File: src/rtl/jtag_pkg.sv
// -----------------------------------------------------------------------------
// jtag_pkg
// Shared constants for blocks consuming JTAG user-register data in the system
// clock domain: ADC channel count, JTAG mask default, settle window length,
// active-count width, and the mask-apply FSM state encoding.
// -----------------------------------------------------------------------------
package jtag_pkg;

  localparam int               NCH      = 12;
  localparam logic [NCH-1:0]   DEF_MASK = 12'hFFF;
  localparam int               SETTLE   = 4;
  localparam int               CNTW     = 4;

  typedef enum logic [1:0] {
    S_IDLE   = 2'd0,
    S_SETTLE = 2'd1,
    S_WAIT   = 2'd2,
    S_APPLY  = 2'd3
  } state_t;

endpackage

File: src/rtl/tgl_sync.sv
// -----------------------------------------------------------------------------
// tgl_sync
// Generic 3-flop toggle-to-pulse synchronizer. Each level change on i_tgl
// (foreign clock domain) produces exactly one i_clk-cycle pulse on o_pulse.
//   i_clk    in   destination clock
//   i_rst_n  in   asynchronous active-low reset (flops clear to 0)
//   i_tgl    in   toggle from the source domain
//   o_pulse  out  one-cycle pulse per source toggle
// Because the flops clear to 0, a toggle line already high at reset release
// yields one pulse.
// -----------------------------------------------------------------------------
module tgl_sync (
  input  logic i_clk,
  input  logic i_rst_n,
  input  logic i_tgl,
  output logic o_pulse
);

  logic [2:0] r_sync;

  always_ff @(posedge i_clk or negedge i_rst_n) begin
    if (!i_rst_n) begin
      r_sync <= 3'b000;
    end else begin
      // NOTE: non-blocking assignments make every stage sample the previous
      // stage's old value, which is what turns this into a shift chain.
      r_sync <= {r_sync[1:0], i_tgl};
    end
  end

  // Stage 3 is the reference; stages 1-2 absorb metastability.
  assign o_pulse = r_sync[1] ^ r_sync[2];

endmodule

File: src/rtl/adc_mask_apply.sv
// -----------------------------------------------------------------------------
// adc_mask_apply
// Moves the JTAG-written ADC channel mask into the CLK domain and applies it
// only between readout frames.
//   CLK         in   system clock
//   RST_N       in   asynchronous active-low reset
//   UPD_TGL     in   toggles once per JTAG mask update (TCK domain)
//   MASK_IN     in   quasi-static mask from the JTAG register (TCK domain)
//   FRAME_BUSY  in   high while a readout frame is in progress
//   MASK_OUT    out  applied mask, 1 = channel enabled
//   N_ACTIVE    out  popcount(MASK_OUT), registered alongside it
//   MASK_CHG    out  one-cycle pulse on the cycle MASK_OUT changes
//   PENDING     out  high from detected update until the mask is applied
// Flow: IDLE -> SETTLE (MASK_IN held SETTLE cycles) -> WAIT (for frame gap)
//       -> APPLY (one cycle). A new update in SETTLE/WAIT restarts the window.
// -----------------------------------------------------------------------------
module adc_mask_apply #(
  parameter int             NCH      = jtag_pkg::NCH,
  parameter logic [NCH-1:0] DEF_MASK = jtag_pkg::DEF_MASK,
  parameter int             SETTLE   = jtag_pkg::SETTLE,
  parameter int             CNTW     = jtag_pkg::CNTW
) (
  input  logic            CLK,
  input  logic            RST_N,
  input  logic            UPD_TGL,
  input  logic [NCH-1:0]  MASK_IN,
  input  logic            FRAME_BUSY,
  output logic [NCH-1:0]  MASK_OUT,
  output logic [CNTW-1:0] N_ACTIVE,
  output logic            MASK_CHG,
  output logic            PENDING
);

  import jtag_pkg::*;

  localparam logic [3:0] CNT_LOAD = 4'(SETTLE - 1);

  function automatic logic [CNTW-1:0] popcount(input logic [NCH-1:0] m);
    logic [CNTW-1:0] n;
    n = '0;
    for (int i = 0; i < NCH; i++) n = n + CNTW'(m[i]);
    return n;
  endfunction

  logic            w_upd_p;
  state_t          r_state;
  logic [3:0]      r_cnt;
  logic [NCH-1:0]  r_hold;
  logic [NCH-1:0]  r_shadow;
  logic [NCH-1:0]  r_mask_out;
  logic [CNTW-1:0] r_n_active;
  logic            r_mask_chg;
  logic            r_pending;

  tgl_sync u_upd_sync (
    .i_clk   (CLK),
    .i_rst_n (RST_N),
    .i_tgl   (UPD_TGL),
    .o_pulse (w_upd_p)
  );

  always_ff @(posedge CLK or negedge RST_N) begin
    if (!RST_N) begin
      r_state    <= S_IDLE;
      r_cnt      <= 4'd0;
      // NOTE: the capture registers are reset too; they are few flops and a
      // known value keeps an APPLY after any odd path from exposing X.
      r_hold     <= DEF_MASK;
      r_shadow   <= DEF_MASK;
      r_mask_out <= DEF_MASK;
      r_n_active <= popcount(DEF_MASK);
      r_mask_chg <= 1'b0;
      r_pending  <= 1'b0;
    end else begin
      r_mask_chg <= 1'b0;
      case (r_state)
        S_IDLE: begin
          r_pending <= 1'b0;
          if (w_upd_p) begin
            r_state   <= S_SETTLE;
            r_cnt     <= CNT_LOAD;
            r_pending <= 1'b1;
          end
        end
        S_SETTLE: begin
          // A fresh update outranks expiry: MASK_IN may be moving again.
          if (w_upd_p) begin
            r_cnt <= CNT_LOAD;
          end else if (r_cnt == 4'd0) begin
            r_hold  <= MASK_IN;
            r_state <= S_WAIT;
          end else begin
            r_cnt <= r_cnt - 4'd1;
          end
        end
        S_WAIT: begin
          r_shadow <= r_hold;
          if (w_upd_p) begin
            r_state <= S_SETTLE;
            r_cnt   <= CNT_LOAD;
          end else if (!FRAME_BUSY) begin
            r_state <= S_APPLY;
          end
        end
        S_APPLY: begin
          // Committed in WAIT; FRAME_BUSY is deliberately not looked at here.
          r_mask_out <= r_shadow;
          r_n_active <= popcount(r_shadow);
          r_mask_chg <= (r_shadow != r_mask_out);
          if (w_upd_p) begin
            r_state <= S_SETTLE;
            r_cnt   <= CNT_LOAD;
          end else begin
            r_state   <= S_IDLE;
            r_pending <= 1'b0;
          end
        end
        default: begin
          r_state   <= S_IDLE;
          r_pending <= 1'b0;
        end
      endcase
    end
  end

  assign MASK_OUT = r_mask_out;
  assign N_ACTIVE = r_n_active;
  assign MASK_CHG = r_mask_chg;
  assign PENDING  = r_pending;

endmodule

File: config.mk
export PLATFORM = sky130hd
export DESIGN_NAME = adc_mask_apply
export DESIGN_NICKNAME = d
export VERILOG_FILES = /design/src/rtl/jtag_pkg.sv /design/src/rtl/tgl_sync.sv /design/src/rtl/adc_mask_apply.sv
export SDC_FILE = /design/constraint.sdc
export NUM_CORES = 1
export LEC_CHECK = 0
export CAP_MARGIN = 20
export CORE_ASPECT_RATIO = 0.6
export CORE_UTILIZATION = 45
export CTS_BUF_LIST = sky130_fd_sc_hd__clkbuf_4 sky130_fd_sc_hd__clkbuf_8
export DETAILED_ROUTE_END_ITERATION = 7
export GPL_TIMING_DRIVEN = 0
export MAX_ROUTING_LAYER = met4
export PLACE_DENSITY = 0.68
export SLEW_MARGIN = 10
export SYNTH_ARGS = -nofsm -noshare
export SYNTH_HDL_FRONTEND = slang
export SYNTH_SLANG_ARGS = --single-unit
File: constraint.sdc
create_clock -name CLK -period 5.6 [get_ports CLK]
set_clock_uncertainty 0.15 [all_clocks]
set_input_delay 1.12 -clock CLK [delete_from_list [all_inputs] [get_ports CLK]]
set_output_delay 1.12 -clock CLK [all_outputs]
set_load 0.01 [all_outputs]
==> impl_metrics.env, run 1 <==
export IMPL_status="finished clean"
export IMPL_grt_max_degree=32
export IMPL_via_count=1572
export IMPL_powerDensity_nw_per_um2=706
export IMPL_drv_slew=0
export IMPL_start_util_pct=47.0
export IMPL_ir_worst_vdd_mv=0.351
export IMPL_drt_iter0_drc=64
export IMPL_path_delay_family="adder cells"
export IMPL_min_period_over_period_pct=68.6
export IMPL_worstMarginPinSlew_ps=561
export IMPL_drt_wl_total_microns=4460
export IMPL_cp_max_fo=3
export IMPL_dieWidth_microns=96.3
export IMPL_hp_class="reg -> reg"
export IMPL_crit_type="reg -> reg"
export IMPL_htreeDepth=2
export IMPL_drc=0
export IMPL_cp_slowest_cell="fa_1"
export IMPL_hpwl_microns=3220
export IMPL_critPathBufInv=5
export IMPL_port_buffers=33
export IMPL_grt_antenna_before_repair=0
export IMPL_path_clk_slew_ps=90
export IMPL_finalHoldViolations=0
export IMPL_num_fill_cells=448
export IMPL_yosysSeqAreaShare_pct=55.1
export IMPL_finalSetupTns_ps=0
export IMPL_final_nets=277
export IMPL_clkLatencyLatePin_ps=310
export IMPL_total_power_mw=2.07
export IMPL_drive_gt1_share_pct=27.7
export IMPL_final_common_cell="dfstp_2"
export IMPL_ys_types=28
export IMPL_fmax_mhz=260
export IMPL_core_area_sq_um=5100
export IMPL_synth_area_sq_um=2400
export IMPL_rsz0062_at_grt="false"
export IMPL_start_kind="flop"
export IMPL_gp_congestion=0.795
export IMPL_via_per_inst=4.99
export IMPL_slew_headroom_pct=62.6
export IMPL_final_cell_mix="dfstp_2, clkdlybuf4s50_1, o21ai_0, nand2_1, inv_1"
export IMPL_grt_pass1_vias=1465
export IMPL_crit_chain="inv_1 > fa_1 > inv_1 > fa_1 > inv_1 > fa_1 > fa_1 > inv_1 > ha_1 > inv_1 > fa_1 > xor2_1 > o21ai_0"
export IMPL_cp_slowest_stage_delay_ps=560
export IMPL_cts_sinks=51
export IMPL_cts_root_to_sink_buffers=2
export IMPL_cts_buffers=5
export IMPL_dieArea_sq_um=5640
export IMPL_ys_seq_elements=51
export IMPL_area_growth_syn_to_layout_pct=22.1
export IMPL_wire_per_inst_microns=14.1
export IMPL_cp_arrival_ps=3930
export IMPL_postRouteAntennaNets=0
export IMPL_synth_fp_nets=236
export IMPL_endpoint_kind="flop"
export IMPL_yosys_warnings=0
export IMPL_critPathRequiredTime_ps=5690
export IMPL_finalSetupViolations=0
export IMPL_rows=20
export IMPL_die_h_microns=58.6
export IMPL_drt_pass1_iter_count=4
export IMPL_cts_root_buf="clkbuf_8"
export IMPL_overflow=0
export IMPL_period_needed_ps=3840
export IMPL_post_cts_resized=0
export IMPL_netlist_instances=207
export IMPL_antenna_cells=0
export IMPL_ctsHoldBuffers=0
export IMPL_maxCapViolations=0
export IMPL_cts_tree="yes"
export IMPL_leakage_nw=1.27
export IMPL_post_cts_setup_buffers=0
export IMPL_gr_usage_all_layers_pct=19.2
export IMPL_syn_avg_cell_area_sq_um=11.6
export IMPL_ios=34
export IMPL_grt_pass1_wl_microns=7480
## synthesized netlist by cell type, drive strengths merged
| cell type | n | area, sq um |
|---|---|---|
| nor3 | 1 | 5.00 |
| o211ai | 1 | 7.51 |
| clkbuf | 5 | 18.8 |
| a21oi | 5 | 25.0 |
| nor2 | 1 | 3.75 |
| mux2 | 17 | 191 |
| fa | 7 | 140 |
| or3 | 1 | 6.26 |
| dfrtp | 13 | 325 |
| a22oi | 1 | 7.51 |
| xor2 | 14 | 123 |
| or3b | 1 | 8.76 |
| nor4 | 3 | 18.8 |
| inv | 25 | 93.8 |
| xnor2 | 1 | 8.76 |
| nor3b | 1 | 18.8 |
| ha | 6 | 75.1 |
| dfstp | 38 | 998 |
| buf | 1 | 11.3 |
| nand3 | 2 | 15.0 |
| or4 | 2 | 15.0 |
| o21ai | 29 | 145 |
| nand2 | 26 | 97.6 |
| a31oi | 1 | 6.26 |
| a21o | 1 | 7.51 |
| nand2b | 2 | 12.5 |
| and2b | 2 | 15.0 |
## cells by family after synthesis
| family | share of synthesized area [%] |
|---|---|
| xor+xnor | 5.47 |
| fa+ha+maj | 8.96 |
| mux | 7.97 |
| flops | 55.1 |
| buf+inv | 5.16 |
| simple gates | 9.01 |
| compound gates | 8.29 |
## worst paths after layout
path / slack [ps] / end / depth (start not counted) / from
max: 1760 / N_ACTIVE[2] / 13 / r_shadow[5]
min: 210 / u_upd_sync.r_sync[1] / 0 / u_upd_sync.r_sync[0]
max reg2reg: 1760 / N_ACTIVE[2] / 13 / r_shadow[5]
min reg2reg: 210 / u_upd_sync.r_sync[1] / 0 / u_upd_sync.r_sync[0]
max in group asynchronous: 4110 / N_ACTIVE[2] / 2 / RST_N
min in group asynchronous: 600 / u_upd_sync.r_sync[0] / 1 / RST_N
## worst register-to-register path, delay by kind of cell, from the launching register on
| family | cells | cell delay [ps] |
|---|---|---|
| flops | 1 | 550 |
| xor+xnor | 1 | 140 |
| buf+inv | 5 | 320 |
| fa+ha+maj | 6 | 2480 |
| compound gates | 1 | 140 |
## sequential cells by signal, summed over array words and instances (netlist names)
register and count:
u_upd_sync.r_sync 3, r_state 2, PENDING 1, MASK_CHG 1, r_shadow 12, N_ACTIVE 4
r_hold 12, r_cnt 4, MASK_OUT 12
## power by group
group          switching, mW  total [mW]  internal (mW)
Combinational          0.555        1.10          0.542
Sequential             0.118       0.736          0.619
Clock                  0.124       0.237          0.113
## per-stage QoR
stage          utilization [%]  setup WS [ps]  cells  instance area, sq um  hold slack, ps
2_1_floorplan                -           1930    207                  2400             181
3_3_place_gp              55.1           1820    306                  2810             182
3_5_place_dp              55.4           1800    307                  2830             193
4_1_cts                   57.5           1760    315                  2930             215
5_1_grt                   57.5           1570    315                  2930             230
6_report                  57.5           1760    315                  2930             214
## cell type report
type                            count  area, sq um  share of cell area, %
Sequential cell                    51         1320                   45.1
Multi-Input combinational cell    125          953                   32.5
Clock inverter                      1         7.51                  0.256
Clock buffer                        7         96.3                   3.28
Timing Repair Buffer               34          345                   11.8
Inverter                           25         93.8                   3.20
Tap cell                           66         82.6                   2.82
Buffer                              6         30.0                   1.02
## metal layers
| layer | vias to the layer above | routed length, microns | global-route usage, % |
|---|---|---|---|
| li1 | 756 | - | - |
| met1 | 770 | 2370 | 29.9 |
| met2 | 39 | 1760 | 23.5 |
| met4 | 0 | 54 | 6.93 |
| met3 | 7 | 274 | 4.65 |
| met5 | - | 0 | - |
(Power assumes the default switching activity.)
==> run 2: changes to the inputs <==
Clock period 5.6 ns to 3.8 ns, I/O delays scaled along.
==> run 2 against run 1 <==
Effect of this change: critical path depth fell by 1; worst hold slack improved by 0.55 ps; largest cell class unchanged; power increased by 54%; die area unchanged; critical path type unchanged; clock-buffer cell count unchanged; setup slack got worse by 1700 ps.
==> impl_metrics.env, run 2 (synthesis gave the netlist of run 1 again) <==
export IMPL_status="finished clean"
export IMPL_core_area_sq_um=5100
export IMPL_finalSetupViolations=0
export IMPL_dieWidth_microns=96.3
export IMPL_use_met3_pct=4.65
export IMPL_dp_cells=307
export IMPL_path_delay_family="adder cells"
export IMPL_postRouteAntennaNets=0
export IMPL_period_needed_ps=3780
export IMPL_drt_pass1_iter_count=4
export IMPL_ir_worst_vdd_mv=0.611
export IMPL_area_growth_syn_to_layout_pct=23.6
export IMPL_powerDensity_nw_per_um2=1080
export IMPL_final_cell_mix="dfstp_2, clkdlybuf4s50_1, nand2_1, o21ai_0, inv_1"
export IMPL_use_met2_pct=23.8
export IMPL_power_frac_clock_pct=10.9
export IMPL_die_h_microns=58.6
export IMPL_finalHoldViolations=0
export IMPL_endpoint_kind="flop"
export IMPL_via_count=1572
export IMPL_ios=34
export IMPL_rows=20
export IMPL_drt_wl_total_microns=4500
export IMPL_hold_depth=0
export IMPL_final_cells=319
export IMPL_reg2reg_to="N_ACTIVE[1]"
export IMPL_drc=0
export IMPL_internal_power_mw=1.97
export IMPL_final_area_sq_um=2970
export IMPL_cts_root_to_sink_buffers=2
export IMPL_drt_iter0_drc=66
export IMPL_rr_startpoint="r_shadow[5]"
export IMPL_cts_tree="yes"
export IMPL_drive_gt1_share_pct=31.2
export IMPL_dieArea_sq_um=5640
export IMPL_ctsHoldBuffers=0
export IMPL_grt_pass1_wl_microns=7500
export IMPL_hp_start="u_upd_sync.r_sync[0]"
export IMPL_grt_antenna_before_repair=0
export IMPL_critPathBufInv=5
export IMPL_rsz0062_at_grt="true"
export IMPL_worstHoldEndpoint="u_upd_sync.r_sync[1]"
export IMPL_antenna_cells=0
export IMPL_crit_path_frequent_cell="fa_1"
export IMPL_grt_pass1_vias=1463
export IMPL_start_kind="flop"
export IMPL_r2r_cells=12
export IMPL_cts_root_buf="clkbuf_8"
export IMPL_crit_type="reg -> reg"
export IMPL_comb_power_share_pct=55.1
export IMPL_switching_share_pct=38.4
export IMPL_via_per_inst=4.93
export IMPL_htreeDepth=2
export IMPL_overflow=0
export IMPL_min_period_over_period_pct=99.4
export IMPL_clkLatencyLatePin_ps=310
export IMPL_p_sw_mw=1.23
export IMPL_cp_max_fo=3
export IMPL_final_nets=281
export IMPL_maxCapViolations=0
export IMPL_num_fill_cells=444
export IMPL_critPathRequiredTime_ps=3830
export IMPL_drv_slew=0
export IMPL_grt_max_degree=32
export IMPL_crit_chain="inv_2 > fa_1 > inv_1 > fa_1 > inv_2 > fa_1 > fa_1 > inv_1 > ha_2 > inv_2 > fa_2 > o21ai_1"
export IMPL_gr_usage_all_layers_pct=19.2
export IMPL_cts_buffers=5
export IMPL_gp_congestion=0.795
export IMPL_port_buffers=33
export IMPL_hp_class="reg -> reg"
export IMPL_hpwl_microns=3220
export IMPL_leakage_nw=1.28
export IMPL_fmax_mhz=265
export IMPL_place_area_sq_um=2830
export IMPL_grt_busiest_layer="met1"
export IMPL_slew_headroom_pct=62.8
export IMPL_final_common_cell="dfstp_2"
export IMPL_start_util_pct=47.0
export IMPL_seqPwrFrac_pct=34.0
export IMPL_r2r_slack_ps=20
export IMPL_cp_slowest_cell="dfstp_2"
export IMPL_cp_slowest_stage_delay_ps=560
export IMPL_path_clk_slew_ps=90
export IMPL_cts_sinks=51
export IMPL_worstMarginPinSlew_ps=558
export IMPL_grt_use_met1_pct=30.0
export IMPL_cp_arrival_ps=3810
export IMPL_wire_per_inst_microns=14.1
==> run 2: worst reg2reg max path, cell delays in order (launching register included) <==
cell     delay (ps)
dfstp_2         560
inv_2            50
fa_1            550
inv_1            60
fa_1            490
inv_2            40
fa_1            490
fa_1            420
inv_1            70
ha_2            180
inv_2            40
fa_2            510
o21ai_1          60
==> run 2: timing repair <==
action	CTS	global route
gates resized for setup	2	7
pin swaps	1	1
setup buffers	1	3
endpoints found under the setup margin	1	2
==> run 2: worst max-delay path by stage <==
stage	startpoint	endpoint	slack, ps	depth (start not counted)
final	r_shadow[5]	N_ACTIVE[1]	20	12
after global routing	r_shadow[5]	N_ACTIVE[1]	-130	12
after CTS	r_shadow[9]	N_ACTIVE[2]	8	13
after detailed placement	r_shadow[5]	N_ACTIVE[2]	-1	13
after global placement	r_shadow[5]	N_ACTIVE[2]	20	13
after floorplan	r_shadow[0]	N_ACTIVE[2]	130	13
==> run 2: area by class of cell <==
cell class	instances	area, sq um	area share [%]
Timing Repair Buffer	38	375	12.6
Multi-Input combinational cell	125	958	32.3
Inverter	25	93.8	3.16
Buffer	6	30.0	1.01
Tap cell	66	82.6	2.78
Clock inverter	1	7.51	0.253
Sequential cell	51	1320	44.6
Clock buffer	7	96.3	3.25
==> run 2: power groups by stage <==
stage                     sequential (mW)  clock [mW]  combinational (mW)
final                                1.09       0.348                1.76
after global routing                 1.12       0.382                2.06
after CTS                            1.09       0.357                1.66
after detailed placement             1.09           0                1.62
after global placement               1.09           0                1.60
after floorplan                      1.09           0                1.14
==> run 2: per-layer routing <==
layer	wire length, microns	vias to the layer above
li1	-	768
met1	2470	763
met2	1760	33
met3	206	8
met4	57	0
met5	0	-
==> run 2: through the flow <==
step | hold WS [ps] | util (%) | setup TNS [ps] | worst slack [ps] | total power, mW
global placement | 182 | 55.1 | 0 | 16.2 | 2.69
detailed placement | 193 | 55.4 | -1.32 | -1.32 | 2.71
CTS | 215 | 57.6 | 0 | 7.76 | 3.10
floorplan | 181 | - | 0 | 129 | 2.23
global route | 230 | 58.1 | -237 | -134 | 3.56
finish | 214 | 58.1 | 0 | 21.0 | 3.20
